[config.mk]
export PLATFORM = sky130hd
export DESIGN_NAME = lsu_mem_ctrl
export DESIGN_NICKNAME = d
export VERILOG_FILES = /design/src/rtl/lsu_mem_ctrl.sv
export SDC_FILE = /design/constraint.sdc
export NUM_CORES = 1
export LEC_CHECK = 0
export CORE_MARGIN = 5
export CORE_UTILIZATION = 60
export CTS_CLUSTER_DIAMETER = 60
export DETAILED_ROUTE_END_ITERATION = 6
export DONT_BUFFER_PORTS = 1
export PLACE_DENSITY = 0.82
export SETUP_SLACK_MARGIN = 0.1
export SLEW_MARGIN = 25
export SYNTH_ARGS = -nofsm -noshare
export SYNTH_HDL_FRONTEND = slang
export SYNTH_SLANG_ARGS = --single-unit
[constraint.sdc]
create_clock -name clk -period 4 [get_ports clk]
set_input_delay 0.4 -clock clk [delete_from_list [all_inputs] [get_ports clk]]
set_output_delay 0.4 -clock clk [all_outputs]
set_load 0.05 [all_outputs]
[src/rtl/lsu_mem_ctrl.sv]
// lsu_mem_ctrl: one-at-a-time load/store controller between the memory stage
// and a req/gnt/rvalid data bus; aligns lanes, extends loads, flags errors.
// Ports:
//   clk, rst            clock, synchronous active-high reset
//   req_*               core request (valid/ready), addr, op, wr, wdata
//   resp_*              core response (valid/ready), rdata, err
//   mem_req/gnt/we      bus request held until grant, write enable
//   mem_addr/wdata/wstrb aligned address, lane-shifted data, byte enables
//   mem_rvalid/rdata    bus completion and full aligned read word
module lsu_mem_ctrl #(
    parameter int DATA_WIDTH = 32,
    parameter int ADDR_WIDTH = 32,
    parameter int TIMEOUT    = 15
) (
    input  logic                    clk,
    input  logic                    rst,
    input  logic                    req_valid,
    output logic                    req_ready,
    input  logic [ADDR_WIDTH-1:0]   req_addr,
    input  logic [2:0]              req_op,
    input  logic                    req_wr,
    input  logic [DATA_WIDTH-1:0]   req_wdata,
    output logic                    resp_valid,
    input  logic                    resp_ready,
    output logic [DATA_WIDTH-1:0]   resp_rdata,
    output logic                    resp_err,
    output logic                    mem_req,
    input  logic                    mem_gnt,
    output logic                    mem_we,
    output logic [ADDR_WIDTH-1:0]   mem_addr,
    output logic [DATA_WIDTH-1:0]   mem_wdata,
    output logic [DATA_WIDTH/8-1:0] mem_wstrb,
    input  logic                    mem_rvalid,
    input  logic [DATA_WIDTH-1:0]   mem_rdata
);
    localparam int NB = DATA_WIDTH / 8;
    localparam int OFFW = $clog2(NB);
    localparam logic [7:0] TO_LAST = 8'(TIMEOUT - 1);

    typedef enum logic [1:0] {IDLE, ISSUE, WAIT, RESP} state_t;

    state_t                  state_q, state_d;
    logic [ADDR_WIDTH-1:0]   addr_q, addr_d;
    logic [2:0]              op_q, op_d;
    logic                    wr_q, wr_d;
    logic [DATA_WIDTH-1:0]   wdata_q, wdata_d;
    logic [DATA_WIDTH-1:0]   rdata_q, rdata_d;
    logic                    err_q, err_d;
    logic [7:0]              cnt_q, cnt_d;

    logic [OFFW-1:0]         off;
    logic [DATA_WIDTH-1:0]   rsh;

    // 011/110 are 64-bit only; 111 is never legal
    function automatic logic illegal_op(input logic [2:0] op);
        return (op == 3'b111) ||
               ((DATA_WIDTH == 32) && (op == 3'b011 || op == 3'b110));
    endfunction

    function automatic logic misaligned(input logic [1:0] sz,
                                        input logic [2:0] a);
        logic m;
        unique case (sz)
            2'd0:    m = 1'b0;
            2'd1:    m = a[0];
            2'd2:    m = |a[1:0];
            default: m = |a[2:0];
        endcase
        return m;
    endfunction

    function automatic logic [NB-1:0] size_mask(input logic [1:0] sz);
        logic [NB-1:0] m;
        for (int i = 0; i < NB; i++)
            m[i] = (i < (1 << sz));
        return m;
    endfunction

    // op[2] selects zero extension; size comes from op[1:0]
    function automatic logic [DATA_WIDTH-1:0] load_ext(
        input logic [DATA_WIDTH-1:0] r, input logic [2:0] op);
        int bits;
        logic s;
        logic [DATA_WIDTH-1:0] o;
        bits = 8 << op[1:0];
        s = 1'b0;
        for (int i = 0; i < DATA_WIDTH; i++)
            if (i == bits - 1) s = r[i] & ~op[2];
        for (int i = 0; i < DATA_WIDTH; i++)
            o[i] = (i < bits) ? r[i] : s;
        return o;
    endfunction

    assign off = addr_q[OFFW-1:0];
    assign rsh = mem_rdata >> {off, 3'b000};

    always_ff @(posedge clk) begin
        if (rst) begin
            state_q <= IDLE;
            addr_q  <= '0;
            op_q    <= '0;
            wr_q    <= 1'b0;
            wdata_q <= '0;
            rdata_q <= '0;
            err_q   <= 1'b0;
            cnt_q   <= '0;
        end else begin
            state_q <= state_d;
            addr_q  <= addr_d;
            op_q    <= op_d;
            wr_q    <= wr_d;
            wdata_q <= wdata_d;
            rdata_q <= rdata_d;
            err_q   <= err_d;
            cnt_q   <= cnt_d;
        end
    end

    always_comb begin
        state_d = state_q;
        addr_d  = addr_q;
        op_d    = op_q;
        wr_d    = wr_q;
        wdata_d = wdata_q;
        rdata_d = rdata_q;
        err_d   = err_q;
        cnt_d   = cnt_q;
        unique case (state_q)
            IDLE: begin
                if (req_valid) begin
                    addr_d  = req_addr;
                    op_d    = req_op;
                    wr_d    = req_wr;
                    wdata_d = req_wdata;
                    rdata_d = '0;
                    cnt_d   = '0;
                    if (illegal_op(req_op) ||
                        misaligned(req_op[1:0], req_addr[2:0])) begin
                        err_d   = 1'b1;
                        state_d = RESP;
                    end else begin
                        err_d   = 1'b0;
                        state_d = ISSUE;
                    end
                end
            end
            ISSUE: begin
                if (mem_gnt) state_d = WAIT;
            end
            WAIT: begin
                if (mem_rvalid) begin
                    state_d = RESP;
                    err_d   = 1'b0;
                    rdata_d = wr_q ? '0 : load_ext(rsh, op_q);
                end else if (cnt_q == TO_LAST) begin
                    state_d = RESP;
                    err_d   = 1'b1;
                end else begin
                    cnt_d = cnt_q + 8'd1;
                end
            end
            RESP: begin
                if (resp_ready) state_d = IDLE;
            end
            default: state_d = IDLE;
        endcase
    end

    assign req_ready  = (state_q == IDLE);
    assign resp_valid = (state_q == RESP);
    assign resp_err   = resp_valid & err_q;
    assign resp_rdata = resp_valid ? rdata_q : '0;
    assign mem_req    = (state_q == ISSUE);
    assign mem_we     = mem_req & wr_q;
    assign mem_addr   = {addr_q[ADDR_WIDTH-1:OFFW], {OFFW{1'b0}}};
    assign mem_wstrb  = mem_we ? (size_mask(op_q[1:0]) << off) : '0;
    assign mem_wdata  = wr_q ? (wdata_q << {off, 3'b000}) : '0;

endmodule

==> metrics.cfg <==
[outcome]
status = finished clean

[finish]
multi_input_area_sq_um = 3070
nNetsFinal = 779
antennaDiodeCount = 0
final_common_cell = nand2_1
fillers = 880
areaGrowthSynthToFinish_pct = 0.218
layoutNonFillerInstCount = 800
mostFrequentLayoutCells = nand2_1, dfxtp_1, a21oi_1, and2_1, mux2i_1
drive_gt1_share_pct = 7.60
ff_latch_area_sq_um = 2220

[power_and_ir_drop]
clkPwrFrac_pct = 20.0
leakagePower_nw = 2.10
p_sw_w = 0.00144
p_int_w = 0.00184
p_sw_share_pct = 43.8
powerDensity_nw_per_um2 = 569
combPwrFrac_pct = 30.5
ir_drop_mv = 0.385
power_w = 0.00328
pwr-share-seq_pct = 49.5

[sta]
setup_viol_count_final = 0
period_minus_slack_ns = 2.97
slew_violations = 0
setup_ws_ns = 1.03
tns_ns = 0
finalHoldViolations = 0
max_freq_mhz = 337
max-slew-margin-rel_pct = 32.6
tightest_slew_ns = 1.01
skew_ns = 0.0141
rsz0062_at_grt = no
finalCritPeriodShare_pct = 74.2

[floorplan]
die_h_um = 108
initial_core_util_pct = 61.9
die-area_sq_um = 11600
fp.coreArea_sq_um = 9280
io-pin-count = 211
die_w_um = 108
fp-row-count = 35

[critical_path]
cpPeakStageDelay_ns = 0.90
worstPathRequired_ns = 3.60
end_kind = primary output
path_cells = inv_1 > ha_1 > nand2_1 > a211oi_2
path_buf_inv = 1
cp_max_fo = 5
crit_family = compound AO/OA/AOI/OAI gates
cp.arrival_ns = 2.57
criticalPathCategory = register to primary output
cp-start-kind = register
slowest_stage = a211oi_2

[drt]
wirelength_um = 15000
antenna_left = 0
wl_per_cell_um = 18.7
first_iter_violations = 360
vias = 4843
route.detailed.drc = 0
vias_per_cell = 6.05
drt-pass1-iter-count = 5

[logic_synthesis]
yosys_warnings = 0
avgSynthCellArea_sq_um = 7.92
synth_area_sq_um = 5750
synthCells = 726
synthFlopType = dfxtp_1
async_flop_share_pct = 0
synth_cell_types = 51
synth_edf_count = 0
yosys_register_bits = 111
yosysSeqAreaShare_pct = 38.6

[clocking]
clock_latency_ns = 0.36
cts_buffer_depth = 2
cts_setup_buffers = 0
cts_sinks = 111
path_clk_slew_ns = 0.12
numCtsBuffers = 9
cts_root_buffer = clkbuf_8
h-tree-depth = 3
ctsHoldBuffers = 0
cts_tree = built
cts_resized = 0

[placement]
dp_worst_setup_slack_ns = 1.28
gp_congestion = 0.899
numPortBuffers = 0
dp_hpwl_um = 11200
dpl.cell_count = 784

[grt]
grt_use_total_pct = 24.9
grt_pass1_wl_um = 23300
grt_pass1_vias = 4627
grt-ovfl-total = 0
antenna_found_initial = 0
grt_max_degree = 85

[run]
maxCapViolCount = 0

[hold_path]
hold_path_class = input pin to register

==> Yosys cell counts, types with 3 or more instances <==
| master | number | area, sq um |
|---|---|---|
| inv_1 | 10 | 37.5 |
| and2_1 | 53 | 332 |
| a211oi_1 | 3 | 22.5 |
| clkbuf_1 | 40 | 150 |
| a22o_1 | 8 | 70.1 |
| or3_1 | 9 | 56.3 |
| nand2_1 | 180 | 676 |
| nor2_1 | 20 | 75.1 |
| mux2i_1 | 39 | 390 |
| a21oi_1 | 88 | 440 |
| buf_1 | 4 | 15.0 |
| dfxtp_1 | 111 | 2220 |
| nand3_1 | 3 | 15.0 |
| buf_2 | 5 | 25.0 |
| and3_1 | 10 | 62.6 |
| mux2_2 | 10 | 113 |
| nor3_1 | 5 | 25.0 |
| nand2b_1 | 5 | 31.3 |
| a32oi_1 | 8 | 70.1 |
| buf_4 | 32 | 240 |
| a221o_1 | 15 | 150 |
| o21ai_0 | 25 | 125 |
| ha_1 | 7 | 87.6 |
==> registers in the layout, indices dropped and copies added, names as in the netlist <==
signal,cells
err_q,1
wdata_q,32
wr_q,1
state_q,2
rdata_q,32
cnt_q,8
addr_q,32
op_q,3
==> through the flow <==
| step | hold WS (ns) | area [sq um] | utilization, % |
|---|---|---|---|
| CTS | 0.0796 | 5760 | 62.0 |
| finish | 0.107 | 5760 | 62.1 |
| global route | 0.0612 | 5760 | 62.1 |
| floorplan | 0.424 | 5760 | - |
| global placement | 0.440 | 5560 | 59.9 |
| detailed placement | 0.442 | 5560 | 59.9 |
==> worst paths after layout <==
kind                                            endpoint                     start  cells past startpoint  slack [ns]
worst min register to register  wdata_q[24]$_SDFFE_PP0P_  wdata_q[24]$_SDFFE_PP0P_                      2        0.46
worst min-delay path                op_q[1]$_SDFFE_PP0P_                       rst                      1        0.11
worst max register to register     cnt_q[5]$_SDFFE_PP0P_   state_q[1]$_SDFFE_PP0P_                      5        1.23
worst max-delay path                        mem_wstrb[2]   state_q[1]$_SDFFE_PP0P_                      4        1.03
==> layout make-up <==
class	count	share of cell area (%)
clock buffers	9	2.15
clock inverters	7	1.24
multi-input cells	523	53.2
inverters	11	0.716
flip-flops and latches	111	38.6
repair buffers	10	1.30
well taps	129	2.80
==> cell families (layout without fill, tap and decap cells) <==
family                     Yosys count  after routing  share of synthesized area (%)
adders and majority gates            7              7                           1.52
and+or+nand+nor                    298            298                           24.0
other                                2              4                          0.131
AOI/OAI and AO/OA                  164            164                           17.9
buffers and inverters               94             37                           8.59
DFF                                111            111                           38.6
muxes                               50             50                           9.14
==> per-layer routing <==
layer	vias to the layer above	track usage (%)	wire [um]
met2	247	42.2	7240
met3	30	7.92	1510
li1	2324	-	-
met1	2242	29.1	5840
met4	0	10.3	405
met5	-	0	0
==> power by group through the flow <==
stage / Clock [W] / Sequential [W] / Combinational [W]
2_1_floorplan: 0 / 0.00136 / 0.00114
3_3_place_gp: 0 / 0.00164 / 0.000957
3_5_place_dp: 0 / 0.00164 / 0.000995
4_1_cts: 0.000676 / 0.00162 / 0.000997
5_1_grt: 0.000721 / 0.00164 / 0.00111
6_report: 0.000655 / 0.00162 / 0.00100
No activity file was read; power rests on OpenSTA's default activity.
